**config.mk**
```make
export PLATFORM = sky130hd
export DESIGN_NAME = midi_tx
export DESIGN_NICKNAME = d
export VERILOG_FILES = /design/src/rtl/midi_pkg.sv /design/src/rtl/midi_tx_byte.sv /design/src/rtl/midi_tx.sv
export SDC_FILE = /design/constraint.sdc
export NUM_CORES = 1
export LEC_CHECK = 0
export CORE_ASPECT_RATIO = 0.6
export CORE_UTILIZATION = 60
export CTS_BUF_LIST = sky130_fd_sc_hd__clkbuf_4 sky130_fd_sc_hd__clkbuf_8
export DETAILED_ROUTE_END_ITERATION = 12
export GPL_TIMING_DRIVEN = 0
export PLACE_DENSITY = 0.88
export SLEW_MARGIN = 30
export SYNTH_ARGS = -nofsm -noshare
export SYNTH_HDL_FRONTEND = slang
export SYNTH_SLANG_ARGS = --single-unit
```
**constraint.sdc**
```tcl
create_clock -name clock -period 3.7 [get_ports clock]
set_input_delay 0.74 -clock clock [delete_from_list [all_inputs] [get_ports clock]]
set_output_delay 0.74 -clock clock [all_outputs]
set_load 0.05 [all_outputs]
```
**src/rtl/midi_pkg.sv**
```systemverilog
// Shared MIDI definitions used by both the transmitter and the keyboard receiver.
package midi_pkg;

  localparam logic [3:0] MIDI_NOTE_ON  = 4'h9;
  localparam logic [3:0] MIDI_NOTE_OFF = 4'h8;
  localparam int         MIDI_BAUD     = 31250;

  typedef struct packed {
    logic       on;
    logic [3:0] channel;
    logic [6:0] key;
    logic [6:0] velocity;
  } note_cmd_t;

  typedef enum logic [1:0] {
    TX_IDLE,
    TX_STATUS,
    TX_KEY,
    TX_VEL
  } tx_state_t;

  function automatic logic [7:0] status_byte(input note_cmd_t cmd);
    return {(cmd.on ? MIDI_NOTE_ON : MIDI_NOTE_OFF), cmd.channel};
  endfunction

endpackage

```
**src/rtl/midi_tx_byte.sv**
```systemverilog
// 8N1 byte serialiser: start bit, eight data bits LSB first, stop bit, each BIT_CYCLES long.
module midi_tx_byte #(
  parameter int BIT_CYCLES = 2080
) (
  input  logic       clock,
  input  logic       reset,
  input  logic       load,
  input  logic [7:0] data,
  output logic       serial,
  output logic       byte_done
);

  localparam int             CW       = (BIT_CYCLES > 1) ? $clog2(BIT_CYCLES) : 1;
  localparam logic [CW-1:0]  LAST_CYC = CW'(BIT_CYCLES - 1);

  logic          active;
  logic [3:0]    bit_cnt;
  logic [CW-1:0] cyc;
  logic [7:0]    shift;

  // Combinational so the next byte can be loaded on the very edge the stop bit ends.
  assign byte_done = active && (cyc == LAST_CYC) && (bit_cnt == 4'd9);

  always_ff @(posedge clock or negedge reset) begin
    if (!reset) begin
      active  <= 1'b0;
      bit_cnt <= 4'd0;
      cyc     <= '0;
      shift   <= 8'h00;
      serial  <= 1'b1;
    end else if (load) begin
      active  <= 1'b1;
      bit_cnt <= 4'd0;
      cyc     <= '0;
      shift   <= data;
      serial  <= 1'b0;
    end else if (active) begin
      if (cyc == LAST_CYC) begin
        cyc <= '0;
        if (bit_cnt == 4'd9) begin
          active  <= 1'b0;
          bit_cnt <= 4'd0;
          serial  <= 1'b1;
        end else begin
          bit_cnt <= bit_cnt + 4'd1;
          // Moving to bit bit_cnt+1: data bits 1..8 carry shift[bit_cnt], bit 9 is the stop.
          serial  <= (bit_cnt == 4'd8) ? 1'b1 : shift[bit_cnt[2:0]];
        end
      end else begin
        cyc <= cyc + CW'(1);
      end
    end
  end

endmodule

```
**src/rtl/midi_tx.sv**
```systemverilog
// MIDI transmitter: message FSM and running-status tracking on top of the byte serialiser.
module midi_tx
  import midi_pkg::*;
#(
  parameter int CLK_HZ         = 65_000_000,
  parameter int BAUD           = MIDI_BAUD,
  parameter int RUNNING_STATUS = 1
) (
  input  logic       clock,
  input  logic       reset,
  input  logic       cmd_valid,
  output logic       cmd_ready,
  input  logic       cmd_on,
  input  logic [3:0] cmd_channel,
  input  logic [6:0] cmd_key,
  input  logic [6:0] cmd_velocity,
  output logic       serial,
  output logic       busy,
  output logic       msg_done
);

  localparam int BIT_CYCLES = CLK_HZ / BAUD;

  generate
    if ((CLK_HZ % BAUD) != 0) begin : g_baud_check
      $error("midi_tx: CLK_HZ must be an exact multiple of BAUD");
    end
  endgenerate

  tx_state_t  state, next_state;
  note_cmd_t  new_cmd, cmd_q;
  logic [7:0] new_status, last_status;
  logic       last_valid, skip_status, accept;
  logic       load, byte_done;
  logic [7:0] load_data;

  assign new_cmd     = {cmd_on, cmd_channel, cmd_key, cmd_velocity};
  assign new_status  = status_byte(new_cmd);
  assign skip_status = (RUNNING_STATUS != 0) && last_valid && (last_status == new_status);
  assign cmd_ready   = (state == TX_IDLE);
  assign busy        = ~cmd_ready;
  assign accept      = cmd_valid && cmd_ready;

  // Each byte is handed over on the edge the previous one finishes, so bytes run gap-free.
  always_comb begin
    next_state = state;
    load       = 1'b0;
    load_data  = 8'h00;
    case (state)
      TX_IDLE: begin
        if (cmd_valid) begin
          load       = 1'b1;
          load_data  = skip_status ? {1'b0, cmd_key} : new_status;
          next_state = skip_status ? TX_KEY : TX_STATUS;
        end
      end
      TX_STATUS: begin
        if (byte_done) begin
          load       = 1'b1;
          load_data  = {1'b0, cmd_q.key};
          next_state = TX_KEY;
        end
      end
      TX_KEY: begin
        if (byte_done) begin
          load       = 1'b1;
          load_data  = {1'b0, cmd_q.velocity};
          next_state = TX_VEL;
        end
      end
      TX_VEL: begin
        if (byte_done) next_state = TX_IDLE;
      end
      default: next_state = TX_IDLE;
    endcase
  end

  always_ff @(posedge clock or negedge reset) begin
    if (!reset) begin
      state       <= TX_IDLE;
      cmd_q       <= '0;
      last_status <= 8'h00;
      last_valid  <= 1'b0;
      msg_done    <= 1'b0;
    end else begin
      state    <= next_state;
      msg_done <= (state == TX_VEL) && byte_done;
      if (accept) begin
        cmd_q <= new_cmd;
        if (!skip_status) begin
          last_status <= new_status;
          last_valid  <= 1'b1;
        end
      end
    end
  end

  midi_tx_byte #(
    .BIT_CYCLES(BIT_CYCLES)
  ) u_byte (
    .clock    (clock),
    .reset    (reset),
    .load     (load),
    .data     (load_data),
    .serial   (serial),
    .byte_done(byte_done)
  );

endmodule

```
==> results by group <==
Floorplan
  • Cell row count: 18
  • Total die area: about 4600 um2
  • Core Footprint: 4144 um2
  • Die width: 87.03 um
  • Num ports: 26
  • Die height: 53.02 um
  • Initial Utilization: 62.80%

Outcome
  • Status: completed

Timing
  • Slew margin rel.: 58.89%
  • Worst-margin pin slew: 0.6166 ns
  • RSZ-0062 raised after global routing: no
  • Max Slew Vio Count: 0
  • Highest Clock Rate: 354.2 MHz
  • Worst Skew: ~0.011 ns
  • Final setup viols: 0
  • Final Hold Vio Count: 0
  • Setup TNS Final: 0 ns
  • Period utilization: 76.30%
  • Final min period: around 2.8 ns

Detailed routing
  • Final ANT Viol Nets: 0
  • Vias: 2029
  • Drt drc: 0
  • Uppermost layer routed: met4
  • Metal-1 WL: 2772 um
  • Met2 WL: 2482 um
  • DR iter-0 viols: 189
  • WL per Instance: 17.05 um
  • Pre-antenna DRT Iters: 5
  • Vias per inst: about 6.1
  • Met3 wire len: 382 um
  • Drt total wl: about 5700 um

Final layout
  • Finished Layout Cells: 333
  • Leading cell type in the layout, fill and taps excluded: dfrtp_1
  • Diodes inserted: 0
  • Area grow syn2layout: 17.02%
  • Final Cell Area: about 3000 um2
  • # fillers: 302
  • Commonest non-fill, non-tap cells in the layout: dfrtp_1 (48), clkdlybuf4s50_1 (24), mux2_2 (19)
  • # nets final: 300
  • Fraction of layout cells with a size suffix above 1: ~16%

Clock tree
  • Clock insertion delay at the later pin of the skew report: a little over 0.3 ns
  • CTS root buf: clkbuf_8
  • CTS tree: done
  • Clock-pin slew on the worst setup and hold paths: 0.09 ns
  • TritonCTS Buffers: 5
  • Resize count post-CTS: 0
  • H-Tree Depth: 2
  • Clock sink count: between 40 and 50
  • Setup Fix Bufs, Post-CTS: 0
  • Cts hold-fix bufs: 0
  • Clock Path Buffers: 2

Pwr
  • PD cells: between 300 and 400 nW/um2
  • Pwr Total: 974.8 uW
  • LEAKAGE: 0.001277 uW
  • Peak VDD IR: 0.1897 mV

GRT
  • GRT Overall Usage: 27.79%
  • Initial antenna violation count: 0
  • Number of global-route vias before repair: 1878
  • Overflow left after global routing: 0
  • Largest net degree at the start of global routing: 50
  • First-pass GRT wire length: 9197 um

Synth
  • Mapped Area: 2602 um2
  • Top-area cell type share of the netlist area: about 46%
  • Post-synthesis sequential area ratio: 47.16%
  • Synth Flop Type: dfrtp_1
  • Synthesis-stage register bit count: 49
  • Post-synth EDFFs: 0
  • Syn avg cell area: 10.84 um2
  • Synthesized Nets: between 200 and 300
  • Library cells used by synthesis: 51
  • Area leader, netlist: dfrtp_1
  • Area contributors post-synth: dfrtp_1 (46%), mux2_2 (8.2%), mux2i_1 (3.8%)
  • Yosys warns: 0
  • Mapped Cells: 240
  • Ys async rst share: 100.0%

Place
  • DPL Wire Length: approximately 4200 um
  • GPL Wtd Cong: 0.8657
  • Dpl cell area: 2925 um2
  • I/O Buffers: 25
  • Placed cell count: ~330

Worst setup path
  • Crit. End Element: output pin
  • Crit Path Max Fanout: 7
  • CP arrival: 2.08 ns
  • WP data required: 2.96 ns
  • Setup Crit Path Kind: flip-flop to output pin
  • CP Launch Type: flip-flop

Min path
  • Hold crit path type: primary input to async pin

Job
  • Max-Cap Viols: 0
==> cell usage after synthesis (4+ instances only) <==
library cell	n
dfrtp_1	48
mux2_2	19
nand2_1	18
o21ai_0	16
nor2_1	12
mux2i_1	10
nand3_1	9
xor2_1	9
a21oi_1	8
ha_1	6
inv_1	6
nor3_1	6
a2111oi_0	5
a22oi_1	5
nand4_1	5
buf_6	4
o21ai_1	4
==> sequential cells by signal, indices dropped and copies added (netlist names) <==
register and cells:
cmd_q 14, last_status 5, last_valid 1, msg_done 1, state 2, u_byte.active 1
u_byte.bit_cnt 4, u_byte.cyc 12, u_byte.serial 1, u_byte.shift 8
==> worst max-delay path, cell delays in order (launching register included) <==
cell             delay, ns
dfrtp_1               0.46
inv_1                 0.10
ha_1                  0.29
inv_1                 0.11
clkdlybuf4s50_1       0.81
==> layer usage <==
metal  track usage (%)  vias up
met1             41.83     1000
met3             5.772        5
met5                 0        -
met4             9.722        0
met2             39.37       74
li1                  -      950
==> metrics by stage <==
step,worst slack [ns],hold slack [ns],utilization [%]
after floorplan,1.399,0.4253,-
after detailed placement,0.9641,0.4775,70.59
after global placement,0.4990,0.4451,70.65
after global routing,0.7767,0.4869,73.49
after CTS,0.8806,0.4546,73.49
final,0.8768,0.4361,73.49
==> worst paths after layout <==
path                             from             end  slack [ns]  depth (start not counted)
min in group clock         last_valid      last_valid        0.49                          1
min reg2reg                last_valid      last_valid        0.49                          1
max                          state[0]            busy        0.88                          4
max in group asynchronous       reset        cmd_q[4]        2.86                          1
min                             reset  u_byte.cyc[10]        0.44                          1
max reg2reg                  state[1]       cmd_q[12]        1.34                          6
==> where the power goes <==
part	switching, uW	total [uW]	internal, uW
combinational	18.2	39.8	21.6
clock	180	400	220
sequential	0	535	535
==> final cells by class <==
cell class	instances	area, um2	area share, %
inverters	7	26.28	0.8628
clock buffers	6	82.58	2.712
plain buffers	13	103.9	3.410
repair buffers	25	247.7	8.135
flip-flops and latches	49	1227	40.30
clock inverters	2	37.54	1.233
well taps	60	75.07	2.465
multi-input cells	171	1245	40.88
==> cell families after synthesis <==
group                    after synthesis  share of synthesized area (%)
XOR/XNOR                              11                          3.702
adder cells (fa/ha/maj)                6                          2.885
multiplexers                          30                          12.93
AND/OR/NAND/NOR                       69                          14.09
flip-flops                            49                          47.16
AO/OA/AOI/OAI                         55                          14.23
buffers and inverters                 20                          5.000
No activity file was read; power rests on OpenSTA's default activity.
